## src/rtl/cpu_defs.sv

```systemverilog
// Shared core definitions: bus widths, producer indices and the CDB packet layout.
// Pure declarations; no timing or backpressure of its own.
package cpu_defs;
   localparam int NUM_SRC = 3;
   localparam int TAG_W   = 4;
   localparam int REG_W   = 5;
   localparam int DATA_W  = 32;

   localparam int SRC_ALU = 0;
   localparam int SRC_LSB = 1;
   localparam int SRC_BRU = 2;

   typedef struct packed {
      logic [TAG_W-1:0]  tag;
      logic [REG_W-1:0]  dest;
      logic [DATA_W-1:0] value;
   } cdb_pkt;
endpackage

```

## src/rtl/rr_picker.sv

```systemverilog
// Rotating-priority one-hot picker: first set req bit from ptr upward with wrap.
// Purely combinational, zero latency; no backpressure (caller gates req).
module rr_picker #(
   parameter int N     = 3,
   parameter int IDX_W = (N > 1) ? $clog2(N) : 1
) (
   input  logic [N-1:0]     req,
   input  logic [IDX_W-1:0] ptr,
   output logic [N-1:0]     grant,
   output logic [IDX_W-1:0] grant_idx,
   output logic             grant_vld
);

   int idx;

   always_comb begin
      grant     = '0;
      grant_idx = '0;
      grant_vld = 1'b0;
      idx       = 0;
      for (int i = 0; i < N; i++) begin
         // ptr is always < N, so one conditional subtract replaces a modulo
         idx = int'(ptr) + i;
         if (idx >= N) idx = idx - N;
         if (!grant_vld && req[idx]) begin
            grant[idx] = 1'b1;
            grant_idx  = IDX_W'(idx);
            grant_vld  = 1'b1;
         end
      end
   end

endmodule

```

## src/rtl/cdb_arbiter.sv

```systemverilog
// Round-robin CDB arbiter over one-entry per-producer buffers; handshake to broadcast is 2 edges.
// src_ready drops only when a buffer is full and not being granted, on flush, or while rdy is low.
module cdb_arbiter #(
   parameter int NUM_SRC = cpu_defs::NUM_SRC,
   parameter int TAG_W   = cpu_defs::TAG_W,
   parameter int REG_W   = cpu_defs::REG_W,
   parameter int DATA_W  = cpu_defs::DATA_W,
   parameter int SRC_W   = (NUM_SRC > 1) ? $clog2(NUM_SRC) : 1
) (
   input  logic                      clk,
   input  logic                      rst,
   input  logic                      rdy,
   input  logic                      flush,
   input  logic [NUM_SRC-1:0]        src_valid,
   output logic [NUM_SRC-1:0]        src_ready,
   input  logic [NUM_SRC*TAG_W-1:0]  src_tag,
   input  logic [NUM_SRC*REG_W-1:0]  src_dest,
   input  logic [NUM_SRC*DATA_W-1:0] src_value,
   output logic                      cdb_valid,
   output logic [TAG_W-1:0]          cdb_tag,
   output logic [REG_W-1:0]          cdb_dest,
   output logic [DATA_W-1:0]         cdb_value,
   output logic [SRC_W-1:0]          cdb_src
);

   logic [NUM_SRC-1:0] buf_valid_q, buf_valid_d;
   logic [TAG_W-1:0]   buf_tag_q   [NUM_SRC];
   logic [TAG_W-1:0]   buf_tag_d   [NUM_SRC];
   logic [REG_W-1:0]   buf_dest_q  [NUM_SRC];
   logic [REG_W-1:0]   buf_dest_d  [NUM_SRC];
   logic [DATA_W-1:0]  buf_value_q [NUM_SRC];
   logic [DATA_W-1:0]  buf_value_d [NUM_SRC];
   logic [SRC_W-1:0]   ptr_q, ptr_d;

   logic               cdb_valid_q, cdb_valid_d;
   logic [TAG_W-1:0]   cdb_tag_q, cdb_tag_d;
   logic [REG_W-1:0]   cdb_dest_q, cdb_dest_d;
   logic [DATA_W-1:0]  cdb_value_q, cdb_value_d;
   logic [SRC_W-1:0]   cdb_src_q, cdb_src_d;

   logic [NUM_SRC-1:0] grant;
   logic [SRC_W-1:0]   grant_idx;
   logic               grant_vld;

   // Picker sees only registered state, so src_valid never feeds back into src_ready
   rr_picker #(.N(NUM_SRC), .IDX_W(SRC_W)) u_picker (
      .req       (buf_valid_q),
      .ptr       (ptr_q),
      .grant     (grant),
      .grant_idx (grant_idx),
      .grant_vld (grant_vld)
   );

   assign src_ready = {NUM_SRC{rdy & ~flush}} & (~buf_valid_q | grant);

   always_comb begin
      buf_valid_d = buf_valid_q;
      buf_tag_d   = buf_tag_q;
      buf_dest_d  = buf_dest_q;
      buf_value_d = buf_value_q;
      ptr_d       = ptr_q;
      cdb_valid_d = cdb_valid_q;
      cdb_tag_d   = cdb_tag_q;
      cdb_dest_d  = cdb_dest_q;
      cdb_value_d = cdb_value_q;
      cdb_src_d   = cdb_src_q;
      if (rdy && flush) begin
         buf_valid_d = '0;
         cdb_valid_d = 1'b0;
      end else if (rdy) begin
         cdb_valid_d = grant_vld;
         if (grant_vld) begin
            cdb_tag_d   = buf_tag_q[grant_idx];
            cdb_dest_d  = buf_dest_q[grant_idx];
            cdb_value_d = buf_value_q[grant_idx];
            cdb_src_d   = grant_idx;
            buf_valid_d = buf_valid_q & ~grant;
            ptr_d       = (int'(grant_idx) == NUM_SRC - 1) ? '0 : grant_idx + SRC_W'(1);
         end
         // Refill after the grant clear so a same-edge grant+capture keeps the new entry
         for (int i = 0; i < NUM_SRC; i++) begin
            if (src_valid[i] && src_ready[i]) begin
               buf_valid_d[i] = 1'b1;
               buf_tag_d[i]   = src_tag[i*TAG_W +: TAG_W];
               buf_dest_d[i]  = src_dest[i*REG_W +: REG_W];
               buf_value_d[i] = src_value[i*DATA_W +: DATA_W];
            end
         end
      end
   end

   always_ff @(posedge clk or posedge rst) begin
      if (rst) begin
         buf_valid_q <= '0;
         for (int i = 0; i < NUM_SRC; i++) begin
            buf_tag_q[i]   <= '0;
            buf_dest_q[i]  <= '0;
            buf_value_q[i] <= '0;
         end
         ptr_q       <= '0;
         cdb_valid_q <= 1'b0;
         cdb_tag_q   <= '0;
         cdb_dest_q  <= '0;
         cdb_value_q <= '0;
         cdb_src_q   <= '0;
      end else begin
         buf_valid_q <= buf_valid_d;
         buf_tag_q   <= buf_tag_d;
         buf_dest_q  <= buf_dest_d;
         buf_value_q <= buf_value_d;
         ptr_q       <= ptr_d;
         cdb_valid_q <= cdb_valid_d;
         cdb_tag_q   <= cdb_tag_d;
         cdb_dest_q  <= cdb_dest_d;
         cdb_value_q <= cdb_value_d;
         cdb_src_q   <= cdb_src_d;
      end
   end

   assign cdb_valid = cdb_valid_q;
   assign cdb_tag   = cdb_tag_q;
   assign cdb_dest  = cdb_dest_q;
   assign cdb_value = cdb_value_q;
   assign cdb_src   = cdb_src_q;

endmodule

```

## config.mk

```make
export PLATFORM = sky130hd
export DESIGN_NAME = cdb_arbiter
export DESIGN_NICKNAME = d
export VERILOG_FILES = /design/src/rtl/cpu_defs.sv /design/src/rtl/rr_picker.sv /design/src/rtl/cdb_arbiter.sv
export SDC_FILE = /design/constraint.sdc
export NUM_CORES = 1
export LEC_CHECK = 0
export BUFFER_PORTS_ARGS = -buffer_cell sky130_fd_sc_hd__buf_4
export CORE_MARGIN = 8
export CORE_UTILIZATION = 25
export DETAILED_ROUTE_END_ITERATION = 10
export PLACE_DENSITY_LB_ADDON = 0.1
export SLEW_MARGIN = 15
export SYNTH_ARGS = -nofsm -noshare
export SYNTH_HDL_FRONTEND = slang
export SYNTH_SLANG_ARGS = --single-unit
```

## constraint.sdc

```tcl
create_clock -name clk -period 5.9 [get_ports clk]
set_input_delay 0.59 -clock clk [delete_from_list [all_inputs] [get_ports clk]]
set_output_delay 0.59 -clock clk [all_outputs]
set_load 0.02 [all_outputs]
```

# Word-level counts from Yosys, hierarchy flattened

Cells that the tools add are included.

Add/sub/neg operators: 6
Magnitude comparators: 10
Eq/ne operators: 1
Mux-type cells: 45
Bitwise gates (word level): 11
Reductions and logical operators: 22

Operators with widths:

| kind                    | number |
|---|---|
| $mux W32                | 5 |
| $ge A32 B1 Y1 const B   | 3 |
| $lt A32 B4 Y1 const B   | 3 |
| $bmux W32 S2            | 1 |
| $ge A32 B3 Y1 const B   | 2 |
| $sub A32 B3 Y32 const B | 2 |
| $mux W3                 | 6 |
| $mux W1                 | 17 |
| $reduce_and A3 Y1       | 4 |
| $bmux W5 S2             | 1 |
| $mux W5                 | 2 |
| $logic_and A1 B1 Y1     | 9 |
| $or A3 B3 Y3            | 3 |
| $reduce_bool A3 Y1      | 3 |
| $bmux W4 S2             | 1 |
| $mux W2                 | 4 |
| $mux W4                 | 2 |
| $and A3 B3 Y3           | 2 |
| $bmux W1 S2             | 3 |
| $demux W1 S2            | 3 |
| $not A3 Y3              | 2 |
| $reduce_and A2 Y1       | 3 |
| $add A2 B1 Y3 const B   | 1 |
| $add A2 B2 Y3 const B   | 1 |
| 10 further kinds        | 12 |

Flip-flop bits (word level): 172
Bits of input ports: 130
Output and inout bits: 47
Logic and storage cells: 113

# Depth between registers and ports, before layout

Gate-level depths: netlist of run 1.

Word-level depth: 18
Gate-level depth with buffers: 11
Gate-level depth less buffers: 7

# Cells and area by module

A second synthesis of run 1 with hierarchy kept.

Cell total of the unflattened synthesis: 625
Area total of the unflattened synthesis: 8281.7 um2

By module, submodules not included:

| module      | instances | cells each | area each (um2) | seq. area each (um2) |
|---|---|---|---|---|
| cdb_arbiter | 1         | 573        | 7900.1          | 4304.1 |
| rr_picker   | 1         | 52         | 381.6           | 0.0 |

# Worst setup path before layout of run 1

No wires, ideal clock.

Path type: register to output
From: register ptr_q[1]
To: output src_ready[0]
Data arrival time: 2.119 ns
Required time: 5.310 ns
Setup slack: 3.191 ns
Stages on the path, launching flop included: 9
Path buffers: 1
Cell sequence: dfrtp_1 -> inv_1 -> ha_1 -> buf_6 -> mux2_4 -> mux2_4 -> nor4bb_1 -> or3_1 -> nor2_1

Longest elaborated chain between the ends: 14
Elaborated cells between the ends (all ways): 48
Those cells by class: 5 x add/sub; 9 x order compare; 23 x mux; 4 x bitwise; 7 x reduce/logical

RTL lines:

| element                                                  | line               | RTL |
|---|---|---|
| start: declaration                                       | cdb_arbiter.sv:33  | `logic [SRC_W-1:0] ptr_q, ptr_d;` |
| start signal: assignment                                 | cdb_arbiter.sv:111 | `ptr_q <= ptr_d;` |
| branches (longest 11 deep; another with $sub A32 B3 Y32) | n/a                |  |
| $mux W3 (*)                                              | rr_picker.sv:25    | `if (!grant_vld && req[idx]) begin` |
| $or A3 B3 Y3 (*)                                         | cdb_arbiter.sv:54  | `assign src_ready = {NUM_SRC{rdy & ~flush}} & (~buf_valid_q \| grant);` |
| $and A3 B3 Y3 (*)                                        | cdb_arbiter.sv:54  |  |
| end: declaration                                         | cdb_arbiter.sv:15  | `output logic [NUM_SRC-1:0] src_ready,` |

Mark *: on every way between the ends. The select of a mux whose other input is x is not followed.

# Final worst setup path of run 1

From: register ptr_q[1]
To: register buf_value_q[58] (netlist name)

Longest elaborated chain between the ends: 16
Elaborated cells between the ends (all ways): 50
Those cells by class: 5 x add/sub; 9 x order compare; 23 x mux; 4 x bitwise; 9 x reduce/logical

RTL lines:

| element                                                  | line               | RTL |
|---|---|---|
| branches (longest 11 deep; another with $sub A32 B3 Y32) | n/a                |  |
| $mux W3 (*)                                              | rr_picker.sv:25    |  |
| $or A3 B3 Y3 (*)                                         | cdb_arbiter.sv:54  |  |
| $and A3 B3 Y3 (*)                                        | cdb_arbiter.sv:54  |  |
| $logic_and A1 B1 Y1 (*)                                  | cdb_arbiter.sv:82  | `if (src_valid[i] && src_ready[i]) begin` |
| $reduce_and A3 Y1 (no source line) (*)                   | n/a                |  |
| end signal: assignment                                   | cdb_arbiter.sv:110 | `buf_value_q <= buf_value_d;` |
| end: declaration                                         | cdb_arbiter.sv:31  | `logic [DATA_W-1:0] buf_value_q [NUM_SRC];` |

Marks and branches as above.
A chain may end at the register's enable or synchronous reset.

==> results of run 1 <==
power breakdown:
part	internal, mW	leakage (nW)	switching, mW
Combinational	1.14	1.98	1.34
Clock	0.571	0.284	0.537
Sequential	1.79	2.02	0.344
metal layers:
layer | GRT usage [%] | up-vias | wire (um)
met4 | 2.95 | 0 | 200
met3 | 3.04 | 12 | 1070
met1 | 16.6 | 2721 | 10600
li1 | - | 2533 | -
met2 | 20.3 | 136 | 11000
met5 | 0 | - | 0
cell families after synthesis:
group | after synthesis | synth area share, %
AO/OA/AOI/OAI | 151 | 13.4
adder cells (fa/ha/maj) | 4 | 0.655
buffers and inverters | 54 | 3.67
flip-flops | 172 | 56.3
multiplexers | 128 | 20.4
AND/OR/NAND/NOR | 86 | 5.52
placed cells by master, fill, tap and decap left out, types with 5 or more instances in the layout:
cell | Yosys | routed
inv_1 | 6 | 5
mux2_2 | 82 | 82
a31oi_1 | 41 | 41
mux2_1 | 11 | 11
o21ai_0 | 49 | 49
nor2_1 | 49 | 49
inv_6 | 0 | 7
a32oi_1 | 41 | 41
clkbuf_16 | 0 | 17
mux2_4 | 32 | 32
buf_4 | 0 | 186
nand2_1 | 7 | 7
dfrtp_1 | 172 | 172
nor2b_1 | 8 | 8
layout make-up:
cell class	count	area [um^2]
fill	3069	20400
clock buffer	18	439
inverter	6	27.5
multi-input combinational	369	3110
clock inverter	14	125
tap	396	495
timing repair buffer	187	1420
sequential	172	4300
worst reg2reg max path, stage by stage, from the launching register on:
cell and delay (ps):
dfrtp_1 410, inv_1 90, ha_1 290, and3b_2 790, o21bai_1 430, a21oi_1 200, o211ai_4 640, buf_4 460
mux2_2 420
how the worst max path moves through the flow:
| stage | startpoint | endpoint | slack (ps) | cells past startpoint |
|---|---|---|---|---|
| finish | ptr_q[1] | buf_value_q[58] | 2070 | 8 |
| global route | ptr_q[1] | cdb_value[6] | 1760 | 8 |
| CTS | ptr_q[1] | buf_dest_q[9] | 1950 | 8 |
| detailed placement | ptr_q[0] | buf_value_q[58] | 1950 | 8 |
| global placement | ptr_q[1] | buf_value_q[57] | 2100 | 8 |
| floorplan | rst | buf_dest_q[0] | 650 | 1 |
flip-flops by register name, summed over array words and instances, names as in the netlist:
name / count
cdb_dest: 5
cdb_tag: 4
ptr_q: 2
cdb_valid: 1
cdb_value: 32
buf_value_q: 96
buf_dest_q: 15
cdb_src: 2
buf_tag_q: 12
buf_valid_q: 3
==> impl_metrics.env, run 1 <==
export IMPL_antenna_cells=0
export IMPL_nNetsFinal=887
export IMPL_ys_top_cells_by_count="172 x dfrtp_1, 82 x mux2_2, 49 x nor2_1, 49 x o21ai_0"
export IMPL_rows=64
export IMPL_port_buffers=176
export IMPL_worstMarginPinSlew_ps=868
export IMPL_yosysWarnings=0
export IMPL_worstReg2RegStart="ptr_q[1]"
export IMPL_place_area_um2=9330
export IMPL_worstPathCellList="inv_1 > ha_1 > and3b_2 > o21bai_1 > a21oi_1 > o211ai_4 > buf_4 > mux2_2"
export IMPL_die_area_um2=36400
export IMPL_worst_path_buf_inv=2
export IMPL_chipHeight_um=191
export IMPL_end_kind="flop"
export IMPL_dp_slack_ps=1950
export IMPL_async_reset_ff_share_pct=100
export IMPL_grt_overflow_total=0
export IMPL_finalSetupViolCount=0
export IMPL_vias=5402
export IMPL_seq_area_frac_synth_pct=56.3
export IMPL_cp_arrival_ps=4140
export IMPL_cts_inserted_buffers=17
export IMPL_power_mw=5.72
export IMPL_syn_area_um2=7640
export IMPL_slowest_delay_ps=790
export IMPL_worst_r2r_cell_count=8
export IMPL_synth_cells=595
export IMPL_critPathSlowestCell="and3b_2"
export IMPL_cp_top_family="compound AO/OA/AOI/OAI gates"
export IMPL_cts_tree="built"
export IMPL_syn_area_per_cell_um2=12.8
export IMPL_dieWidth_um=191
export IMPL_startpoint_type="flop"
export IMPL_required_ps=6210
export IMPL_hp_class="in2async"
export IMPL_wl_per_cell_um=19.7
export IMPL_drt_iter0_markers=289
export IMPL_ant_nets=0
export IMPL_critPathMaxFanout=44
export IMPL_cts_setup_buffers=0
export IMPL_fin_crit_sh_pct=64.9
export IMPL_status="completed"
export IMPL_fin_util_pct=32.7
export IMPL_critical_path_class="reg2reg"
export IMPL_hold_slack_ps=291
export IMPL_max_slew_margin_pct=42.1
export IMPL_netlist_area_leader_share_pct=56.3
export IMPL_wl_um=22900
export IMPL_dp_cells=1129
export IMPL_start_util_pct=25.2
export IMPL_ys_seq_elements=172
export IMPL_synth_area_top_cells="dfrtp_1 56%, mux2_2 12%, mux2_4 6.3%"
export IMPL_remaining_drc_errors=0
export IMPL_cts_sinks=172
export IMPL_track_usage_pct=12.5
export IMPL_ctsHoldBuffers=0
export IMPL_final_hold_viol_count=0
export IMPL_dr_pass1_iters=5
export IMPL_ys_flop_type="dfrtp_1"
export IMPL_rsz0062_at_grt="false"
export IMPL_core_area_um2=30300
export IMPL_grt_pass1_wl_um=34800
export IMPL_clock_latency_ps=430
export IMPL_max_freq_mhz=261
export IMPL_viasPerCell=4.65
export IMPL_fin_tns_setup_ps=0
export IMPL_pwr_density_cell_nw_per_um2=576
export IMPL_grt_antenna_before_repair=0
export IMPL_area_growth_pct=29.9
export IMPL_cts_root_buf="clkbuf_16"
export IMPL_synth_edff_count=0
export IMPL_synth_nets=729
export IMPL_cts_htree_levels=4
export IMPL_p_leak_nw=4.28
export IMPL_stdcell_count=1162
export IMPL_worst_r2r_endpoint="buf_value_q[58]"
export IMPL_io_pins=177
export IMPL_gp_congestion=0.747
export IMPL_synth_largest_area_cell="dfrtp_1"
export IMPL_cts_buffer_depth=2
export IMPL_rrSetupSlack_ps=2070
export IMPL_dp_hpwl_um=15600
export IMPL_fin_skew_ps=11.7
export IMPL_grt_max_degree=89
export IMPL_fin_crit_ps=3830
export IMPL_post_synth_num_cell_types=44
export IMPL_setup_ws_ps=2070
export IMPL_ir_drop_v=0.000216
export IMPL_cap_violations=0
export IMPL_path_clk_slew_ps=80
export IMPL_grt_pass1_vias=5695
export IMPL_fin_area_um2=9920
export IMPL_ctsResizeCount=0
export IMPL_yosysMostFrequentCell="dfrtp_1"
export IMPL_slew_violations=0
export IMPL_drive_gt1_share_pct=45.2
No activity file was read; power rests on OpenSTA's default activity.
==> inputs of run 2 (changes only) <==
Clock period 5.9 ns to 3.49 ns, I/O delays scaled along.
==> impl_metrics.env, run 2 (synthesis results as in run 1) <==
export IMPL_ctsResizeCount=0
export IMPL_fill_cells=3076
export IMPL_end_kind="output pin"
export IMPL_fin_tns_setup_ps=0
export IMPL_cts_sinks=172
export IMPL_worstPathCellList="inv_1 > ha_1 > mux2_4 > mux2_4 > nor4bb_1 > or3_1 > nor2_1 > buf_4"
export IMPL_grt_antenna_before_repair=0
export IMPL_fin_skew_ps=11.5
export IMPL_status="completed"
export IMPL_wl_per_cell_um=20.4
export IMPL_layout_cells_most_common="buf_4"
export IMPL_cts_root_buf="clkbuf_16"
export IMPL_remaining_drc_errors=0
export IMPL_grt_max_degree=173
export IMPL_start_util_pct=25.2
export IMPL_grt_pass1_wl_um=36900
export IMPL_grt_pass1_vias=6125
export IMPL_path_clk_slew_ps=70
export IMPL_cap_violations=0
export IMPL_dr_pass1_iters=4
export IMPL_critPathMaxFanout=9
export IMPL_viasPerCell=4.73
export IMPL_largest_register="buf_value_q"
export IMPL_hp_class="in2async"
export IMPL_final_hold_viol_count=0
export IMPL_rrSetupSlack_ps=550
export IMPL_gp_congestion=0.772
export IMPL_core_area_um2=30300
export IMPL_cp_arrival_ps=2860
export IMPL_layout_common_cells="186 x buf_4, 172 x dfrtp_1, 82 x mux2_2"
export IMPL_critical_path_class="reg2out"
export IMPL_required_ps=3140
export IMPL_p_leak_nw=4.30
export IMPL_clock_latency_ps=430
export IMPL_dp_hpwl_um=16000
export IMPL_pwr_density_cell_nw_per_um2=974
export IMPL_chipHeight_um=191
export IMPL_critPathSlowestCell="dfrtp_1"
export IMPL_ant_nets=0
export IMPL_fin_util_pct=33.0
export IMPL_rsz0062_at_grt="false"
export IMPL_cts_setup_buffers=0
export IMPL_track_usage_pct=13.2
export IMPL_startpoint_type="flop"
export IMPL_slew_violations=0
export IMPL_ctsHoldBuffers=0
export IMPL_vias=5522
export IMPL_port_buffers=176
export IMPL_cts_buffer_depth=2
export IMPL_nNetsFinal=892
export IMPL_finalSetupViolCount=0
export IMPL_drt_iter0_markers=237
export IMPL_cts_tree="built"
export IMPL_fin_crit_sh_pct=92.0
export IMPL_grt_overflow_total=0
export IMPL_dieWidth_um=191
export IMPL_ir_drop_v=0.000537
export IMPL_die_area_um2=36400
export IMPL_timing_critical_path_mode_cell="mux2_4"
export IMPL_worstMarginPinSlew_ps=1190
export IMPL_cts_inserted_buffers=17
export IMPL_wl_um=23800
export IMPL_cts_htree_levels=4
export IMPL_drive_gt1_share_pct=45.3
export IMPL_area_growth_pct=30.9
export IMPL_max_freq_mhz=312
export IMPL_largest_reg_flops=96
export IMPL_fin_crit_ps=3210
export IMPL_io_pins=177
export IMPL_slowest_delay_ps=420
export IMPL_max_slew_margin_pct=20.7
export IMPL_antenna_cells=0
export IMPL_rows=64
-- run 2: cell types whose count changed in the layout (fill, tap and decap cells not counted), sizes merged --
cell	previous run	this run
clkinvlp	0	3
clkinv	4	5
inv	16	10
buf	187	192
clkbuf	18	20
-- run 2: worst paths after layout --
path	startpoint	end	cells past startpoint
max in group asynchronous	rst	buf_value_q[70]	3
max	ptr_q[1]	src_ready[0]	8
max reg2reg	ptr_q[0]	cdb_dest[0]	8
min in group clk	src_value[66]	buf_value_q[2]	2
min reg2reg	cdb_src[1]	cdb_src[1]	2
min	rst	cdb_value[1]	3
-- run 2: final cells by class --
class | count | area, um^2 | share of cell area (%)
Multi-Input combinational cell | 369 | 3110 | 31.1
Clock buffer | 20 | 447 | 4.47
Timing Repair Buffer | 192 | 1520 | 15.2
Tap cell | 396 | 495 | 4.95
Sequential cell | 172 | 4300 | 43.0
Inverter | 6 | 26.3 | 0.263
Clock inverter | 12 | 108 | 1.08
-- run 2: power by group --
part | switching, mW | total (mW) | internal (mW)
clock | 0.876 | 1.83 | 0.954
combinational | 2.30 | 4.28 | 1.98
sequential | 0.608 | 3.63 | 3.02
-- run 2: metrics by stage --
| stage | setup WS [ps] | std cells | hold slack [ps] | power [mW] | area, um^2 |
|---|---|---|---|---|---|
| 2_1_floorplan | 931 | 595 | 456 | 6.37 | 7640 |
| 3_3_place_gp | 707 | 1135 | 469 | 7.92 | 9450 |
| 3_5_place_dp | 548 | 1135 | 469 | 8.03 | 9450 |
| 4_1_cts | 290 | 1167 | 122 | 9.91 | 10000 |
| 5_1_grt | 177 | 1167 | 116 | 10.4 | 10000 |
| 6_report | 280 | 1167 | 54.8 | 9.74 | 10000 |
-- run 2: layer usage --
metal / up-vias / global-route usage, % / wire, um
met4: 0 / 3.52 / 277
met3: 14 / 3.60 / 1400
met1: 2835 / 17.0 / 10700
met2: 139 / 21.3 / 11500
li1: 2534 / - / -
met5: - / 0 / 0
-- run 2: critical path, delay by kind of cell (launching register included) --
family        cells  cell delay, ps
simple gates      3             780
mux               2             620
flops             1             420
fa+ha+maj         1             350
buf+inv           2             270
==> inputs of run 3 (changes only) <==
Settings changed: CORE_ASPECT_RATIO set to 1.4, CORE_UTILIZATION 25 to 49.
==> impl_metrics.env, run 3 (synthesis results as in run 1) <==
export IMPL_status="completed"
export IMPL_nNetsFinal=896
export IMPL_largest_register="buf_value_q"
export IMPL_max_freq_mhz=322
export IMPL_grtUsageMet3_pct=5.09
export IMPL_grt_antenna_before_repair=0
export IMPL_cts_buffer_depth=2
export IMPL_hold_slack_ps=146
export IMPL_cts_tree="built"
export IMPL_drive_gt1_share_pct=45.7
export IMPL_critPathMaxFanout=12
export IMPL_vias=5573
export IMPL_fill_cells=1233
export IMPL_ctsHoldBuffers=0
export IMPL_ant_nets=0
export IMPL_critical_path_class="reg2out"
export IMPL_grt_pass1_wl_um=32600
export IMPL_p_leak_nw=4.31
export IMPL_dp_hpwl_um=14200
export IMPL_viasPerCell=5.75
export IMPL_gp_congestion=0.860
export IMPL_track_usage_pct=21.1
export IMPL_worstReg2RegStart="ptr_q[0]"
export IMPL_grt_max_degree=173
export IMPL_fin_skew_ps=8.99
export IMPL_final_hold_viol_count=0
export IMPL_start_util_pct=49.6
export IMPL_rows=54
export IMPL_cp_arrival_ps=2760
export IMPL_layout_common_cells="194 x buf_4, 172 x dfrtp_1, 82 x mux2_2"
export IMPL_end_kind="output pin"
export IMPL_core_area_um2=15400
export IMPL_layout_cells_most_common="buf_4"
export IMPL_slew_violations=0
export IMPL_hp_class="in2reg"
export IMPL_cts_sinks=172
export IMPL_cap_violations=0
export IMPL_clock_latency_ps=430
export IMPL_crit_cells=8
export IMPL_remaining_drc_errors=0
export IMPL_max_slew_margin_pct=37.6
export IMPL_antenna_cells=0
export IMPL_worst_path_buf_inv=3
export IMPL_grt_util_met2_pct=37.1
export IMPL_required_ps=3140
export IMPL_startpoint_type="flop"
export IMPL_cts_inserted_buffers=17
export IMPL_rrSetupSlack_ps=540
export IMPL_die_area_um2=19900
export IMPL_ir_drop_v=0.000437
export IMPL_dr_pass1_iters=5
export IMPL_wl_per_cell_um=21.0
export IMPL_timing_critical_path_mode_cell="inv_1"
export IMPL_chipHeight_um=164
export IMPL_io_pins=177
export IMPL_fin_tns_setup_ps=0
export IMPL_wl_um=20400
export IMPL_rsz0062_at_grt="false"
export IMPL_largest_reg_flops=96
export IMPL_cts_root_buf="clkbuf_16"
export IMPL_dieWidth_um=122
export IMPL_ctsResizeCount=0
export IMPL_fin_crit_ps=3100
export IMPL_crit_start="ptr_q[0]"
export IMPL_critPathSlowestCell="nor4bb_1"
export IMPL_multi_input_area_um2=3110
export IMPL_cp_top_family="simple AND/OR/NAND/NOR gates"
export IMPL_grt_pass1_vias=6241
export IMPL_pwr_density_cell_nw_per_um2=990
export IMPL_busiest_layer="met2"
export IMPL_drt_iter0_markers=344
export IMPL_area_growth_pct=27.6
export IMPL_fin_crit_sh_pct=88.9
export IMPL_worst_r2r_cell_count=8
export IMPL_port_buffers=176
export IMPL_finalSetupViolCount=0
export IMPL_worst_r2r_endpoint="buf_tag_q[3]"
export IMPL_ff_latch_area_um2=4300
export IMPL_slowest_delay_ps=540
export IMPL_path_clk_slew_ps=60
export IMPL_use_met1_pct=24.0
export IMPL_worstMarginPinSlew_ps=936
export IMPL_cts_htree_levels=4
export IMPL_critPathCapture="src_ready[0]"
export IMPL_cts_setup_buffers=0
export IMPL_worstPathCellList="inv_1 > ha_1 > inv_1 > mux2_4 > nor4bb_1 > or3_1 > nor2_1 > buf_4"
export IMPL_grt_overflow_total=0
-- run 3: changes by cell type in the layout (fill, tap and decap cells not counted), sizes merged --
cell      change
inv           -1
clkinvlp      +1
clkinv        -2
bufinv        +1
buf           +4
-- run 3: final cells by class --
class | count | share of cell area, %
inverter | 6 | 0.269
tap | 196 | 2.51
sequential | 172 | 44.1
clock inverter | 11 | 1.09
clock buffer | 20 | 4.79
timing repair buffer | 196 | 15.3
multi-input combinational | 369 | 31.9
-- run 3: worst register-to-register path, cell delays in order, from the launching register on --
cell      delay (ps)
dfrtp_1          400
inv_1            110
ha_1             300
mux2i_1          130
o21bai_1         600
nor3_2           180
o311ai_4         310
buf_4            410
mux2_2           400
-- run 3: stage by stage --
step	worst slack [ps]	utilization [%]	instance area, um^2	std cells	power, mW
after floorplan	931	-	7640	595	6.37
after global placement	748	59.6	9180	939	7.69
after detailed placement	614	59.6	9180	939	7.86
after CTS	390	63.3	9750	970	9.72
after global routing	182	63.3	9750	970	10.3
final	386	63.3	9750	970	9.66
-- run 3: worst min path at each step --
stage / from / slack, ps / end / depth (start not counted)
floorplan: rdy / 460 / cdb_valid / 1
global placement: buf_value_q[65] / 470 / buf_value_q[65] / 1
detailed placement: cdb_src[1] / 470 / cdb_src[1] / 2
CTS: src_value[3] / 130 / buf_value_q[67] / 2
global route: src_value[14] / 130 / buf_value_q[78] / 2
finish: src_value[5] / 150 / buf_value_q[69] / 2
-- run 3: where the power goes --
group / switching (mW) / internal, mW / total [mW] / leakage (nW)
clock network: 0.791 / 1.04 / 1.83 / 0.276
logic: 2.22 / 1.98 / 4.20 / 2.02
registers: 0.599 / 3.02 / 3.62 / 2.02
-- run 3: per-layer routing --
layer  vias to the layer above  wire [um]
met3                        34       1250
met1                      2801       7810
met5                         -          0
met4                         0        418
met2                       203      10900
li1                       2535          -
